==> src/rtl/wb_retire_unit.sv <==
// Write-back select, register-file write gating, retire counting and halt sequencing.
// Define RETIRE_TRACE_EN to build the retirement trace FIFO and valid/ready debug port.
module wb_retire_unit #(
  parameter int unsigned TRACE_DEPTH = 8,
  parameter int unsigned CNT_W       = 32
) (
  input  logic             clk,
  input  logic             reset,
  input  logic             wb_valid,
  input  logic             wb_RegWrite,
  input  logic             wb_MemtoReg,
  input  logic             wb_RWSel,
  input  logic [31:0]      wb_Pc_Four,
  input  logic [31:0]      wb_Alu_Result,
  input  logic [31:0]      wb_MemReadData,
  input  logic [4:0]       wb_rd,
  input  logic [31:0]      wb_Curr_Instr,
  input  logic             wb_Halt_detect,
  output logic             rf_we,
  output logic [4:0]       rf_waddr,
  output logic [31:0]      rf_wdata,
  output logic [CNT_W-1:0] retired_cnt,
  output logic             halted,
  output logic             trace_valid,
  input  logic             trace_ready,
  output logic [31:0]      trace_instr,
  output logic [4:0]       trace_rd,
  output logic [31:0]      trace_wdata,
  output logic [15:0]      trace_drops
);

  typedef enum logic [1:0] {RUN, FLUSH, HALTED} state_e;

  state_e           state_q, state_d;
  logic [CNT_W-1:0] cnt_q, cnt_d;
  logic             retire;
  logic             trace_empty;

  always_comb begin
    rf_waddr = wb_rd;
    if (wb_RWSel)        rf_wdata = wb_Pc_Four;
    else if (wb_MemtoReg) rf_wdata = wb_MemReadData;
    else                  rf_wdata = wb_Alu_Result;
    rf_we  = wb_valid & wb_RegWrite & (wb_rd != '0) & ~wb_Halt_detect & (state_q == RUN);
    retire = wb_valid & (state_q == RUN);
    cnt_d  = cnt_q + CNT_W'(retire);
  end

  always_ff @(posedge clk or posedge reset) begin
    if (reset) begin
      state_q <= RUN;
      cnt_q   <= '0;
    end else begin
      state_q <= state_d;
      cnt_q   <= cnt_d;
    end
  end

  always_comb begin
    state_d = state_q;
    case (state_q)
      RUN:     if (retire && wb_Halt_detect) state_d = FLUSH;
      FLUSH:   if (trace_empty) state_d = HALTED;
      HALTED:  state_d = HALTED;
      default: state_d = RUN;
    endcase
  end

  always_comb begin
    halted      = (state_q == HALTED);
    retired_cnt = cnt_q;
  end

`ifdef RETIRE_TRACE_EN
  localparam int unsigned AW = $clog2(TRACE_DEPTH);
  localparam int unsigned FW = AW + 1;

  logic [68:0]   mem_q [TRACE_DEPTH];
  logic [68:0]   entry_in;
  logic [AW-1:0] rd_ptr_q, rd_ptr_d, wr_ptr_q, wr_ptr_d;
  logic [FW-1:0] fill_q, fill_d;
  logic [15:0]   drops_q, drops_d;
  logic          push, pop, full, push_ok, drop;

  // A pop in the same cycle frees the slot, so a push into a full FIFO still lands.
  always_comb begin
    push     = retire & ~wb_Halt_detect;
    pop      = (fill_q != '0) & trace_ready;
    full     = (fill_q == FW'(TRACE_DEPTH));
    push_ok  = push & (~full | pop);
    drop     = push & full & ~pop;
    wr_ptr_d = wr_ptr_q + AW'(push_ok);
    rd_ptr_d = rd_ptr_q + AW'(pop);
    fill_d   = fill_q + FW'(push_ok) - FW'(pop);
    drops_d  = drops_q;
    if (drop && (drops_q != '1)) drops_d = drops_q + 16'd1;
    entry_in = {wb_Curr_Instr, rf_we ? wb_rd : 5'd0, rf_we ? rf_wdata : 32'd0};
  end

  always_ff @(posedge clk or posedge reset) begin
    if (reset) begin
      rd_ptr_q <= '0;
      wr_ptr_q <= '0;
      fill_q   <= '0;
      drops_q  <= '0;
    end else begin
      rd_ptr_q <= rd_ptr_d;
      wr_ptr_q <= wr_ptr_d;
      fill_q   <= fill_d;
      drops_q  <= drops_d;
    end
  end

  always_ff @(posedge clk) begin
    if (push_ok) mem_q[wr_ptr_q] <= entry_in;
  end

  // Payload is masked by valid so an empty or freshly reset FIFO presents zeros.
  always_comb begin
    trace_empty = (fill_q == '0);
    trace_valid = ~trace_empty;
    {trace_instr, trace_rd, trace_wdata} = trace_valid ? mem_q[rd_ptr_q] : '0;
    trace_drops = drops_q;
  end
`else
  logic unused_trace;

  always_comb begin
    trace_empty  = 1'b1;
    trace_valid  = 1'b0;
    trace_instr  = '0;
    trace_rd     = '0;
    trace_wdata  = '0;
    trace_drops  = '0;
    unused_trace = trace_ready | (^wb_Curr_Instr) | (TRACE_DEPTH == 0);
  end
`endif

endmodule

==> config.mk <==
export PLATFORM = sky130hd
export DESIGN_NAME = wb_retire_unit
export DESIGN_NICKNAME = d
export VERILOG_FILES = /design/src/rtl/wb_retire_unit.sv
export SDC_FILE = /design/constraint.sdc
export NUM_CORES = 1
export LEC_CHECK = 0
export BUFFER_PORTS_ARGS = -buffer_cell sky130_fd_sc_hd__buf_4
export CORE_AREA = 2 2 117 119
export DETAILED_ROUTE_END_ITERATION = 16
export DIE_AREA = 0 0 119 121
export GPL_TIMING_DRIVEN = 1
export HOLD_SLACK_MARGIN = 0.06
export PLACE_DENSITY = 0.58
export SETUP_SLACK_MARGIN = 0.3
export SLEW_MARGIN = 30
export SYNTH_ARGS = -nofsm -noshare
export SYNTH_HDL_FRONTEND = slang
export SYNTH_SLANG_ARGS = --single-unit
==> constraint.sdc <==
create_clock -name clk -period 6.2 [get_ports clk]
set_clock_uncertainty 0.1 [all_clocks]
set_input_delay 0.31 -clock clk [delete_from_list [all_inputs] [get_ports clk]]
set_output_delay 0.31 -clock clk [all_outputs]
set_load 0.005 [all_outputs]
==> key figures, run 1 <==
Clock tree
  • Clock buffer count from CTS: 5
  • Later-pin clock latency in the skew report: 270 ps
  • Setup Fix Bufs, Post-CTS: 0
  • CTS sink cnt: 34
  • Clk slew on worst S/H paths: 50 ps
  • Max clock buf depth: 2
  • Post-CTS Resized: 0
  • Clk Tree Root Cell: clkbuf_16
  • H-tree depth: 2
  • CTS tree: yes

Die
  • Die Wd: 119 um
  • Die Footprint: 14400 um^2
  • Core Rows: 42
  • Core area: 13100 um^2
  • Initial core utilization: 22.9%
  • Die height: 121 um
  • Boundary Pins: 298

Drt
  • Number of remaining DRC errors: 0
  • Metal-1 WL: 3.35 mm
  • Vias/cell: 3.91
  • Final wirelength: 8.48 mm
  • Vias: 2691
  • WL met3: 764 um
  • Routed WL per cell: 12.3 um
  • DR WL met2: 4.34 mm
  • Post-route ant nets: 0
  • DRT Pass-1 Iters: 4
  • Detailed router's first-iteration violation count: 66
  • Highest Signal Layer: met4

Finish
  • Most common cell after layout, fill and taps aside: buf_4
  • NumNets Final: 660
  • N_diodes: 0
  • Most frequent cells in the layout: buf_4 (179), conb_1 (86), nand2_1 (40)
  • # fillers: 1367
  • Syn-to-layout area delta: 42.9%
  • Layout cells sized above 1: 37.9%

Worst setup path
  • Crit. End Element: register
  • Required @ worst endpoint: 6250 ps
  • Reg-to-Reg End: retired_cnt[30]
  • Critical path endpoint: retired_cnt[30]
  • FF-to-FF Start: state_q[0]
  • Path depth of the worst reg2reg path: 9
  • Crit path from: state_q[0]
  • Worst Path Max Fanout: 5
  • Classification of the worst setup path: reg2reg
  • Flop2flop setup slack: 3610 ps
  • Startpoint Class: register
  • Crit path arrival time: 2640 ps

Synthesis
  • Synthesized instance count: 345
  • Flop and latch count out of synthesis: 34
  • Top cell type's share of synthesized area: 28.4%
  • Seq/Total Area, Yosys: 28.4%
  • Synth area leaders: dfrtp_1 (28%), buf_4 (23%), mux2i_1 (11%)
  • Synth area leader: dfrtp_1
  • Synth Area per Inst: 8.70 um^2
  • Synth Cell Area: 3000 um^2
  • Warnings from Yosys: 0
  • Post-synthesis cell type count: 30

Timing
  • Max-slew violations: 0
  • Period utilisation layout: 41.8%
  • Final hold slack: 345 ps
  • Min cycle time layout: 2590 ps
  • Worst-Margin Slew: 674 ps
  • RSZ-0062 raised after global routing: no
  • Final setup vio count: 0
  • Final setup TNS: 0 ps
  • Peak Freq: 0.386 GHz
  • Slew headroom: 54.7%
  • Final hold vios: 0

Global route
  • Largest net degree at the start of global routing: 65
  • First-pass GRT wire length: 12.6 mm
  • Overflow after GRT: 0
  • Vias in the first global route: 2491
  • Initial antenna violation count: 0
  • GRT Total Usage: 10.9%

Placed design
  • PortBufs: 178
  • RD Place Congestion: 0.739
  • Post-detail-place hpwl: 7.08 mm

Run
  • Max-cap violations: 0

Power
  • Clk pwr share: 31.6%
  • Power Internal: 0.534 mW
  • Leak pwr: 2.32 nW
  • VDD IR max: 0.160 mV
  • Comb power frac: 31.3%
  • Sequential Power Share: 37.0%
  • Pwr dens: 173 nW/um^2
  • Switching power: 0.207 mW
  • Switching Share: 28.0%

Run status
  • Status: finished clean

Worst hold path
  • Hold WC Path Type: in2reg
per-layer routing:
metal  up-vias  GRT usage, %
met4         0          1.86
li1       1319             -
met1      1226          13.3
met5         -             0
met3         5          3.81
met2       141          18.8
kinds of logic (layout without fill, tap and decap cells):
family / Yosys count / in the layout / share of synthesized area [%]
xor gates and xnor gates: 30 / 30 / 8.76
AOI/OAI and AO/OA: 33 / 33 / 5.59
adders and majority gates: 6 / 6 / 2.50
other: 1 / 86 / 0.125
DFF: 34 / 34 / 28.4
buffers and inverters: 110 / 192 / 25.6
muxes: 34 / 34 / 11.4
and+or+nand+nor: 97 / 97 / 17.7
final cells by class:
| cell class | instances | area (um^2) | area share [%] |
|---|---|---|---|
| clock buffers | 6 | 139 | 3.24 |
| repair buffers | 180 | 1350 | 31.6 |
| well taps | 176 | 220 | 5.14 |
| flip-flops and latches | 34 | 851 | 19.8 |
| inverters | 6 | 22.5 | 0.525 |
| multi-input cells | 286 | 1700 | 39.7 |
repair_timing:
item                                   4_1_cts  5_1_grt
setup endpoints to repair                    0        0
hold buffers                                 1        0
endpoints found under the hold margin       34        0
worst min-delay path by stage:
stage                     startpoint        endpoint  slack (ps)  depth (start not counted)
after floorplan                reset  retired_cnt[0]         350                          1
after global placement         reset  retired_cnt[0]         340                          3
after detailed placement       reset      state_q[1]         340                          3
after CTS                   wb_valid  retired_cnt[0]         350                          3
after global routing        wb_valid  retired_cnt[0]         380                          3
final                       wb_valid  retired_cnt[0]         350                          3
registers in the layout (all words and copies together), names as in the netlist:
name / flops
retired_cnt: 32
state_q: 2
synthesized netlist by cell type (all sizes together):
master / number
buf: 96
nand2: 40
dfrtp: 34
mux2i: 32
o21ai: 32
xnor2: 24
nand3: 15
nand4: 14
clkbuf: 8
and3: 7
nor2: 7
nor3: 7
ha: 6
inv: 6
xor2: 6
and2: 2
mux2: 2
nor4: 2
a21boi: 1
and4: 1
conb: 1
nor4bb: 1
or4: 1
power by group through the flow:
stage / Clock [mW] / Combinational, mW / Sequential [mW]
5_1_grt: 0.255 / 0.263 / 0.279
4_1_cts: 0.242 / 0.236 / 0.275
3_3_place_gp: 0 / 0.227 / 0.277
6_report: 0.234 / 0.232 / 0.275
3_5_place_dp: 0 / 0.233 / 0.278
2_1_floorplan: 0 / 0.151 / 0.269
critical path: stages, from the launching register on:
cell and delay, ps:
dfrtp_1 370, inv_1 100, ha_1 170, and2_1 180
ha_1 240, ha_1 260, nand3_1 160, nor3_1 550
nand3_1 180, xnor2_1 160
metrics by stage:
step	setup WS (ps)	cell area (um^2)	instances	power (mW)	util, %
3_5_place_dp	3620	4140	681	0.512	31.6
6_report	3610	4290	688	0.741	32.8
5_1_grt	3400	4290	688	0.796	32.8
2_1_floorplan	4060	3320	430	0.420	-
3_3_place_gp	3670	4140	681	0.504	31.6
4_1_cts	3600	4290	688	0.753	32.8
Power figures use the tool's default switching activity.
==> inputs of run 2 (changes only) <==
--- a/config.mk
+++ b/config.mk
@@ -6,12 +6,12 @@
 export NUM_CORES = 1
 export LEC_CHECK = 0
 export BUFFER_PORTS_ARGS = -buffer_cell sky130_fd_sc_hd__buf_4
-export CORE_AREA = 2 2 117 119
+export CORE_AREA = 2 2 114 116
 export DETAILED_ROUTE_END_ITERATION = 16
-export DIE_AREA = 0 0 119 121
+export DIE_AREA = 0 0 116 118
 export GPL_TIMING_DRIVEN = 1
 export HOLD_SLACK_MARGIN = 0.06
-export PLACE_DENSITY = 0.58
+export PLACE_DENSITY = 0.61
 export SETUP_SLACK_MARGIN = 0.3
 export SLEW_MARGIN = 30
 export SYNTH_ARGS = -nofsm -noshare
==> constraint.sdc (replaced) <==
create_clock -name clk -period 2.45 [get_ports clk]
set_clock_uncertainty 0.1 [all_clocks]
set_input_delay 0.1225 -clock clk [delete_from_list [all_inputs] [get_ports clk]]
set_output_delay 0.1225 -clock clk [all_outputs]
set_load 0.005 [all_outputs]
==> run 2 against run 1 <==
Compared with the run above:
- register-to-register slack lost 3200 ps
- critical path type unchanged
- sequential share of layout area shrank 0.52 points
- global-route usage up 0.66 points
==> key figures, run 2 (synthesis gave the netlist of run 1 again) <==
Drt
  • Vias/cell: 3.95
  • Post-route ant nets: 0
  • Vias: 2743
  • Routed WL per cell: 12.9 um
  • Metal-1 WL: 3.26 mm
  • DR WL met2: 4.75 mm
  • Number of remaining DRC errors: 0
  • Detailed router's first-iteration violation count: 80
  • Final wirelength: 8.97 mm
  • DRT Pass-1 Iters: 4
  • WL met3: 885 um
  • Highest Signal Layer: met4

Placed design
  • RD Place Congestion: 0.761
  • Post-detail-place hpwl: 7.49 mm
  • Placed Instances: 679
  • PortBufs: 178

Power
  • VDD IR max: 0.491 mV
  • Leak pwr: 2.37 nW
  • Total chip power: 2.01 mW
  • Pwr dens: 457 nW/um^2

Clock tree
  • CTS sink cnt: 34
  • CTS tree: yes
  • Clock buffer count from CTS: 5
  • Max clock buf depth: 2
  • H-tree depth: 2
  • Clk Tree Root Cell: clkbuf_16
  • Later-pin clock latency in the skew report: 270 ps
  • Clk slew on worst S/H paths: 50 ps

Finish
  • Post-Layout Cell Count: 695
  • Area occupied by multi-input gates: 1750 um^2
  • # fillers: 1331
  • Most common cell after layout, fill and taps aside: buf_4
  • Max FFs per register: 32
  • Syn-to-layout area delta: 46.8%
  • Most frequent cells in the layout: buf_4 (188), conb_1 (86), nand2_1 (40)
  • Layout cells sized above 1: 40.3%
  • N_diodes: 0
  • Flip-flop and latch area: 851 um^2
  • NumNets Final: 669

Die
  • Die Footprint: 13700 um^2
  • Boundary Pins: 298
  • Die height: 118 um
  • Core Rows: 41
  • Core area: 12400 um^2
  • Die Wd: 116 um
  • Initial core utilization: 24.2%

Worst setup path
  • Crit path arrival time: 2050 ps
  • Worst Path Max Fanout: 4
  • Required @ worst endpoint: 2510 ps
  • CP bufs+invs: 2
  • CP peak stage delay: 390 ps
  • CP Cell Sequence: inv_2 -> ha_4 -> and2_4 -> ha_4 -> nand4_1 -> nor4_1 -> buf_4 -> nand4_1 -> xnor2_1
  • Crit. End Element: register
  • Classification of the worst setup path: reg2reg
  • Startpoint Class: register
  • Crit path max-delay family: simple AND/OR/NAND/NOR gates
  • Critical path's slowest cell: dfrtp_1

Run
  • Max-cap violations: 0

Timing
  • Max-slew violations: 0
  • Min cycle time layout: 2000 ps
  • Worst-Margin Slew: 640 ps
  • Peak Freq: 0.501 GHz
  • Final setup TNS: 0 ps
  • Period utilisation layout: 81.5%
  • Final setup vio count: 0
  • Final hold vios: 0
  • Slew headroom: 57.0%
  • RSZ-0062 raised after global routing: yes

Worst hold path
  • Hold WC Path Type: in2reg

Run status
  • Status: finished clean

Global route
  • Initial antenna violation count: 0
  • Largest net degree at the start of global routing: 65
  • Overflow after GRT: 0
  • Vias in the first global route: 2428
  • First-pass GRT wire length: 12.6 mm
  • GRT Total Usage: 11.6%
## run 2: path summary, 6_finish.rpt
check | start | end | slack (ps) | depth (start not counted)
worst max-delay path | state_q[0] | retired_cnt[31] | 450 | 9
worst min-delay path | wb_valid | state_q[1] | 200 | 3
worst max register to register | state_q[0] | retired_cnt[31] | 450 | 9
worst min register to register | retired_cnt[31] | retired_cnt[31] | 380 | 1
max in group asynchronous | reset | retired_cnt[20] | 1530 | 4
min in group asynchronous | reset | state_q[1] | 400 | 4
## run 2: power by group
group	switching (mW)	internal [mW]	total, mW
combinational	0.274	0.412	0.686
clock	0.215	0.402	0.617
sequential	0.0901	0.620	0.710
## run 2: repair_timing
action	in CTS	in global routing
gates resized for setup	5	6
hold endpoints to repair	34	0
pin swaps	1	3
hold buffers	1	0
setup endpoints to repair	14	9
buffers inserted	1	6
## run 2: worst min-delay path: stages
cell and delay, ps:
buf_4 80, a21boi_0 110, mux2_2 220
## run 2: layout make-up
cell class / instances / area share (%)
Inverter: 6 / 0.511
Clock buffer: 7 / 3.24
Tap cell: 172 / 4.89
Multi-Input combinational cell: 286 / 39.7
Clock inverter: 1 / 0.114
Sequential cell: 34 / 19.3
Timing Repair Buffer: 189 / 32.3
## run 2: per-stage QoR
step	worst slack (ps)	hold slack, ps	instance area, um^2	utilization, %
detailed placement	110	164	4150	33.4
floorplan	306	164	3320	-
global placement	186	162	4150	33.4
finish	453	199	4400	35.5
global route	273	213	4400	35.5
CTS	307	167	4340	35.0
## run 2: layer usage
metal	GRT usage [%]	vias to the layer above
li1	-	1334
met1	13.0	1259
met2	21.6	143
met3	3.30	7
met4	2.08	0
met5	0	-
